$ cat config.mk
export PLATFORM = sky130hd
export DESIGN_NAME = nibble_add_seq
export DESIGN_NICKNAME = d
export VERILOG_FILES = /design/src/rtl/nibble_add_seq_pkg.sv /design/src/rtl/nibble_add_seq_adder.sv /design/src/rtl/nibble_add_seq.sv
export SDC_FILE = /design/constraint.sdc
export NUM_CORES = 1
export LEC_CHECK = 0
export CAP_MARGIN = 20
export CORE_AREA = 2 2 103 75
export CTS_CLUSTER_DIAMETER = 30
export DETAILED_ROUTE_END_ITERATION = 7
export DIE_AREA = 0 0 105 77
export GPL_ROUTABILITY_DRIVEN = 0
export GPL_TIMING_DRIVEN = 0
export SYNTH_ARGS = -nofsm -noshare
export SYNTH_HDL_FRONTEND = slang
export SYNTH_SLANG_ARGS = --single-unit
$ cat constraint.sdc
create_clock -name clk -period 7.33 [get_ports clk]
set_input_delay 1.8325 -clock clk [delete_from_list [all_inputs] [get_ports clk]]
set_output_delay 1.8325 -clock clk [all_outputs]
set_load 0.02 [all_outputs]
$ cat src/rtl/nibble_add_seq_pkg.sv
// Shared definitions for the sequenced nibble adder: nibble width and FSM state encodings.
// Encoding 2'd3 is unreachable and is decoded as IDLE by the controller.
package nibble_add_seq_pkg;

   localparam int NIBBLE_W = 4;

   typedef enum logic [1:0] {
      ST_IDLE = 2'd0,
      ST_RUN  = 2'd1,
      ST_DONE = 2'd2
   } state_t;

endpackage

$ cat src/rtl/nibble_add_seq_adder.sv
// Purely combinational 4-bit ripple adder slice shared by every nibble of the operation.
// Exposes both the carry into bit 3 and the carry out, so the controller can form overflow.
module nibble_adder
   import nibble_add_seq_pkg::*;
(
   input  logic [NIBBLE_W-1:0] a,
   input  logic [NIBBLE_W-1:0] b,
   input  logic                ci,
   output logic [NIBBLE_W-1:0] s,
   output logic                c3,
   output logic                c4
);

   logic [NIBBLE_W-1:0] low_sum;
   logic [1:0]          top_sum;

   // Add the low three bits first to expose the carry into bit 3, then finish the MSB.
   always_comb begin
      low_sum = {1'b0, a[2:0]} + {1'b0, b[2:0]} + {3'b000, ci};
      c3      = low_sum[3];
      top_sum = {1'b0, a[3]} + {1'b0, b[3]} + {1'b0, low_sum[3]};
      c4      = top_sum[1];
      s       = {top_sum[0], low_sum[2:0]};
   end

endmodule

$ cat src/rtl/nibble_add_seq.sv
// Sequenced multi-nibble adder: one shared 4-bit adder, LS nibble first, one nibble per clock.
// Optional feature macro: NIBBLE_ADD_SUB_EN adds the sub port (a-b via inverted b and carry 1).
module nibble_add_seq
   import nibble_add_seq_pkg::*;
#(
   parameter int NIBBLES = 4,
   localparam int W = NIBBLE_W * NIBBLES
)(
   input  logic         clk,
   input  logic         rst_n,
   input  logic         start,
   input  logic [W-1:0] a,
   input  logic [W-1:0] b,
   input  logic         cin,
`ifdef NIBBLE_ADD_SUB_EN
   input  logic         sub,
`endif
   output logic         busy,
   output logic         done,
   output logic [W-1:0] sum,
   output logic         cout,
   output logic         ovf
);

   localparam int IDX_W = $clog2(NIBBLES);
   localparam logic [IDX_W-1:0] LAST_IDX = IDX_W'(NIBBLES - 1);

   state_t              state;
   state_t              next_state;
   logic [IDX_W-1:0]    idx;
   logic [W-1:0]        a_q;
   logic [W-1:0]        b_q;
   logic                carry_q;
   logic                accept;
   logic [NIBBLE_W-1:0] nib_a;
   logic [NIBBLE_W-1:0] nib_b;
   logic [NIBBLE_W-1:0] nib_s;
   logic                nib_c3;
   logic                nib_c4;
   logic [W-1:0]        b_in;
   logic                carry_in;

   assign accept = (state == ST_IDLE) && start;
   assign nib_a  = a_q[idx*NIBBLE_W +: NIBBLE_W];
   assign nib_b  = b_q[idx*NIBBLE_W +: NIBBLE_W];

   // Choose the operand B image and initial carry that get latched on accept.
`ifdef NIBBLE_ADD_SUB_EN
   always_comb begin
      b_in     = sub ? ~b : b;
      carry_in = sub ? 1'b1 : cin;
   end
`else
   always_comb begin
      b_in     = b;
      carry_in = cin;
   end
`endif

   nibble_adder u_adder (
      .a  (nib_a),
      .b  (nib_b),
      .ci (carry_q),
      .s  (nib_s),
      .c3 (nib_c3),
      .c4 (nib_c4)
   );

   // State register; reset aborts any operation in progress.
   always_ff @(posedge clk or negedge rst_n) begin
      if (!rst_n) begin
         state <= ST_IDLE;
      end else begin
         state <= next_state;
      end
   end

   // Next-state and status decode; the unused encoding falls back to IDLE.
   always_comb begin
      next_state = state;
      busy       = 1'b0;
      done       = 1'b0;
      case (state)
         ST_IDLE: begin
            if (start) next_state = ST_RUN;
         end
         ST_RUN: begin
            busy = 1'b1;
            if (idx == LAST_IDX) next_state = ST_DONE;
         end
         ST_DONE: begin
            busy       = 1'b1;
            done       = 1'b1;
            next_state = ST_IDLE;
         end
         default: begin
            next_state = ST_IDLE;
         end
      endcase
   end

   // Operand latch on accept, then one nibble of result and carry per RUN cycle.
   always_ff @(posedge clk or negedge rst_n) begin
      if (!rst_n) begin
         a_q     <= '0;
         b_q     <= '0;
         carry_q <= 1'b0;
         idx     <= '0;
         sum     <= '0;
         cout    <= 1'b0;
         ovf     <= 1'b0;
      end else if (accept) begin
         a_q     <= a;
         b_q     <= b_in;
         carry_q <= carry_in;
         idx     <= '0;
         sum     <= '0;
      end else if (state == ST_RUN) begin
         sum[idx*NIBBLE_W +: NIBBLE_W] <= nib_s;
         carry_q                       <= nib_c4;
         idx                           <= idx + IDX_W'(1);
         if (idx == LAST_IDX) begin
            cout <= nib_c4;
            ovf  <= nib_c3 ^ nib_c4;
         end
      end
   end

endmodule

==> summary.md, run 1 <==
| Metric | Value |
|---|---|
| Final net count | 380 |
| Post-CTS sizing | 0 |
| Post-synth top area cell | dfrtp_1 |
| Distinct cells, synth | 32 |
| Sw Ratio | about 43% |
| Worst Setup SP | state[0] |
| Net Switching | 625 uW |
| Setup slack, reg-to-reg | between 4000 and 5000 ps |
| Tot Pwr | 1450 uW |
| Port Buffers | 55 |
| Area taken by multi-input logic gates | roughly 1100 um2 |
| Pre-CTS setup slack | 3950 ps |
| Min-delay src | b_q[13] |
| Critical path type | flip-flop to output port |
| Root Buffer Master | clkbuf_8 |
| Final WS setup | about 3800 ps |
| Reg clk slew, reported paths | approximately 100 ps |
| Synth Area in Compound Gates | ~6.4% |
| RSZ-0062 raised after global routing | no |
| Ports | 56 |
| Flop pwr share | about 33% |
| Final ANT Viol Nets | 0 |
| Total grt overflow | 0 |
| WHS Path Cells | 2 |
| Number of global-route vias before repair | slightly below 2000 |
| Hold/Removal Path Class | flip-flop to flip-flop |
| DRC | 0 |
| Clk pwr share | 12.3% |
| DRT Wirelength | 6070 um |
| Total Routing Usage GR | between 10% and 20% |
| Initial antenna violation count | 0 |
| Maximum clock path buffer count | 2 |
| First-pass DRT Iterations | 4 |
| Multiplexer area fraction after synthesis | ~8.8% |
| Worst Tran Pin Value | just over 600 ps |
| Syn Nets | ~320 |
| CTS Buf Count | 5 |
| Slew Limit Fails | 0 |
| Chip width | 105 um |
| Worst-path cell chain | inv_1 -> ha_1 -> clkdlybuf4s50_1 |
| Rows | 26 |
| Status | finished clean |
| # clock sinks | 55 |
| Pint | a little over 800 uW |
| Worst path buffer plus inverter count | 2 |
| Crit-path max cell delay | about 590 ps |
| Final setup fails | 0 |
| Post-CTS Setup Inserts | 0 |
| Reg2Reg Depth | 8 |
| Initial cell density of the core | a little under two fifths |
| Pleak | about 0.0016 uW |
| Synth top area share | roughly 52% |
| Critical-path top delay cell | clkdlybuf4s50_1 |
| Crit path max-delay family | buffers and inverters |
| Die area | just over 8000 um2 |
| PD cells | between 400 and 500 nW/um2 |
| Max Clock Skew | ~4.8 ps |
| Largest net degree at the start of global routing | 30 |
| Seq/Total Area, Yosys | 52.4% |
| Worst EP required | around 5500 ps |
| Fill cells | roughly 730 |
| Final Critical Period | ~3500 ps |
| Largest family of logic cells by synthesized area | simple AND/OR/NAND/NOR gates |
| Synthesis-to-layout area growth | 29.8% |
| Drt via density | around 4.7 |
| Mapped Cells | between 200 and 300 |
| Reg-to-Reg End | ovf |
| Crit path launch type | flip-flop |
| H-tree level count | 2 |
| Crit path capture type | output port |
| Yosys warnings | 0 |
| Simple-Gate Fraction of Synth Area | about 20% |
| Post-Syn Area | between 2000 and 3000 um2 |
| First-pass GRT wire length | between 9000 and 10000 um |
| Combinational share of power | a little over half |
| Yosys reg bits | 55 |
| Max Freq | ~290 MHz |
| Critical R2R Launch | idx[0] |
| Setup TNS | 0 ps |
| Rel. slew slack | 58.5% |
| Worst Path Arrival | 1660 ps |
| Via Count | just over 2000 |
| FF/Latch Area | between 1000 and 1500 um2 |
| Worst vdd ir | a little over 200 uV |
| Worst-skew pair later-pin latency | 310 ps |
| Hold Slack | 481 ps |
| Tcrit/Tclk final | 47.7% |
| Die Y | between 70 and 80 um |
| Hold Vio Cnt, Final | 0 |
| DPL Wire Length | roughly 4500 um |
| Post-Synth Adder-Cell Area | under 10% |
| Share of layout cells above drive strength 1 | 7.23% |
| DR iter-0 viols | 91 |
| Diode count | 0 |
| Area contributors post-synth | dfrtp_1 (52%), nand2_1 (16%), mux4_2 (5.1%) |
| Mean Syn Cell Area | 9.80 um2 |
| Hold endpoint | b_q[13] |
| TritonCTS clock tree | yes |
| Core ar. | between 7000 and 8000 um2 |
| Maxcap violations | 0 |
| Worst Path Max Fanout | 3 |
| Synth Area in XOR/XNOR | between 1 and 1.5% |
| Mean routed wirelength per cell | 14.1 um |
| CTS Hold Bufs | 0 |
[worst register-to-register path, cell delays in order, from the launching register on]
cell and delay (ps):
dfrtp_1 510, buf_4 280, mux4_2 540, ha_1 380, and3_1 210, nor2_1 70, fa_1 410, or3_1 370
a31oi_1 160
[sequential cells by signal, summed over array words and instances, names as in the netlist]
signal   flops
a_q         16
b_q         16
carry_q      1
cout         1
idx          2
ovf          1
state        2
sum         16
[worst max path at each step]
stage          endpoint  slack [ps]  depth (start not counted)
6_report           busy        3840                          3
5_1_grt            busy        3740                          3
4_1_cts            busy        3810                          3
3_5_place_dp       cout        3950                          5
3_3_place_gp    a_q[15]        2710                          1
2_1_floorplan       ovf        4610                          8
[final cells by class]
type	instances	share of cell area, %
Sequential cell	55	40.4
Buffer	12	1.69
Inverter	13	1.43
Tap cell	98	3.60
Clock buffer	7	2.53
Clock inverter	1	0.257
Multi-Input combinational cell	188	33.5
Timing Repair Buffer	56	16.6
[power by group through the flow]
| stage | Clock (uW) | Combinational [uW] | Sequential (uW) |
|---|---|---|---|
| 2_1_floorplan | 0 | 531 | 488 |
| 3_3_place_gp | 0 | 778 | 485 |
| 3_5_place_dp | 0 | 795 | 490 |
| 4_1_cts | 185 | 798 | 484 |
| 5_1_grt | 195 | 884 | 498 |
| 6_report | 179 | 792 | 483 |
[per-stage QoR]
| step | instances | instance area [um2] | utilization (%) |
|---|---|---|---|
| after CTS | 430 | 3410 | 48.1 |
| final | 430 | 3410 | 48.1 |
| after floorplan | 268 | 2630 | - |
| after detailed placement | 422 | 3310 | 46.7 |
| after global routing | 430 | 3410 | 48.1 |
| after global placement | 421 | 3300 | 46.5 |
[placed cells by master, fill, tap and decap left out, types with 4 or more instances in the layout]
| cell | synthesis | final |
|---|---|---|
| nand2_1 | 115 | 115 |
| dfrtp_1 | 55 | 55 |
| inv_1 | 13 | 13 |
| ha_1 | 10 | 10 |
| mux4_2 | 6 | 6 |
| clkdlybuf4s50_1 | 0 | 54 |
| clkbuf_8 | 0 | 6 |
| a21oi_1 | 4 | 4 |
| clkbuf_1 | 4 | 5 |
| nor2_1 | 6 | 6 |
| o21ai_0 | 13 | 13 |
| buf_2 | 7 | 8 |
[cells by family (layout without fill, tap and decap cells)]
| family | after synthesis | in the layout |
|---|---|---|
| simple gates | 132 | 132 |
| flops | 55 | 55 |
| compound gates | 28 | 28 |
| buf+inv | 25 | 89 |
| fa+ha+maj | 13 | 13 |
| mux | 12 | 12 |
| xor+xnor | 3 | 3 |
[cell usage after synthesis]
master	n
nand2_1	115
dfrtp_1	55
inv_1	13
o21ai_0	13
ha_1	10
buf_2	7
mux4_2	6
nor2_1	6
a21oi_1	4
clkbuf_1	4
a22oi_1	3
fa_1	3
nand4_1	3
a31oi_1	2
a32oi_1	2
mux2i_1	2
mux4_1	2
nor2b_1	2
o31ai_1	2
xnor2_1	2
a21o_1	1
and2_1	1
and3_1	1
and4bb_1	1
buf_4	1
mux2_1	1
mux2_2	1
nand4b_1	1
o21a_1	1
or3_1	1
or3b_1	1
xor2_1	1
[layer usage]
| metal | routed length (um) | part of all wire [%] | vias to the layer above | GRT usage (%) |
|---|---|---|---|---|
| li1 | - | - | 999 | - |
| met1 | 3080 | 51 | 971 | 23.0 |
| met2 | 2630 | 43 | 60 | 23.8 |
| met3 | 306 | 5.0 | 8 | 3.49 |
| met4 | 54 | 0.89 | 0 | 2.80 |
| met5 | 0 | 0 | - | 0 |
(Power assumes the default switching activity.)
==> run 2, diff against run 1 <==
==> constraint.sdc (replaced) <==
create_clock -name clk -period 3.6 [get_ports clk]
set_input_delay 0.9 -clock clk [delete_from_list [all_inputs] [get_ports clk]]
set_output_delay 0.9 -clock clk [all_outputs]
set_load 0.02 [all_outputs]
==> results of run 2 <==
Same layout as run 1 (identical final DEF). Status: finished clean.
Main changes from that run: setup slack after placement 3950 ps -> 591 ps; setup slack after layout 3840 ps -> 586 ps; start point of the critical path state[0] -> idx[0]; end point of the critical path busy -> ovf; register-to-register setup slack 4320 ps -> 590 ps; total power 1450 uW -> 2960 uW; worst IR drop on VDD 206 uV -> 420 uV
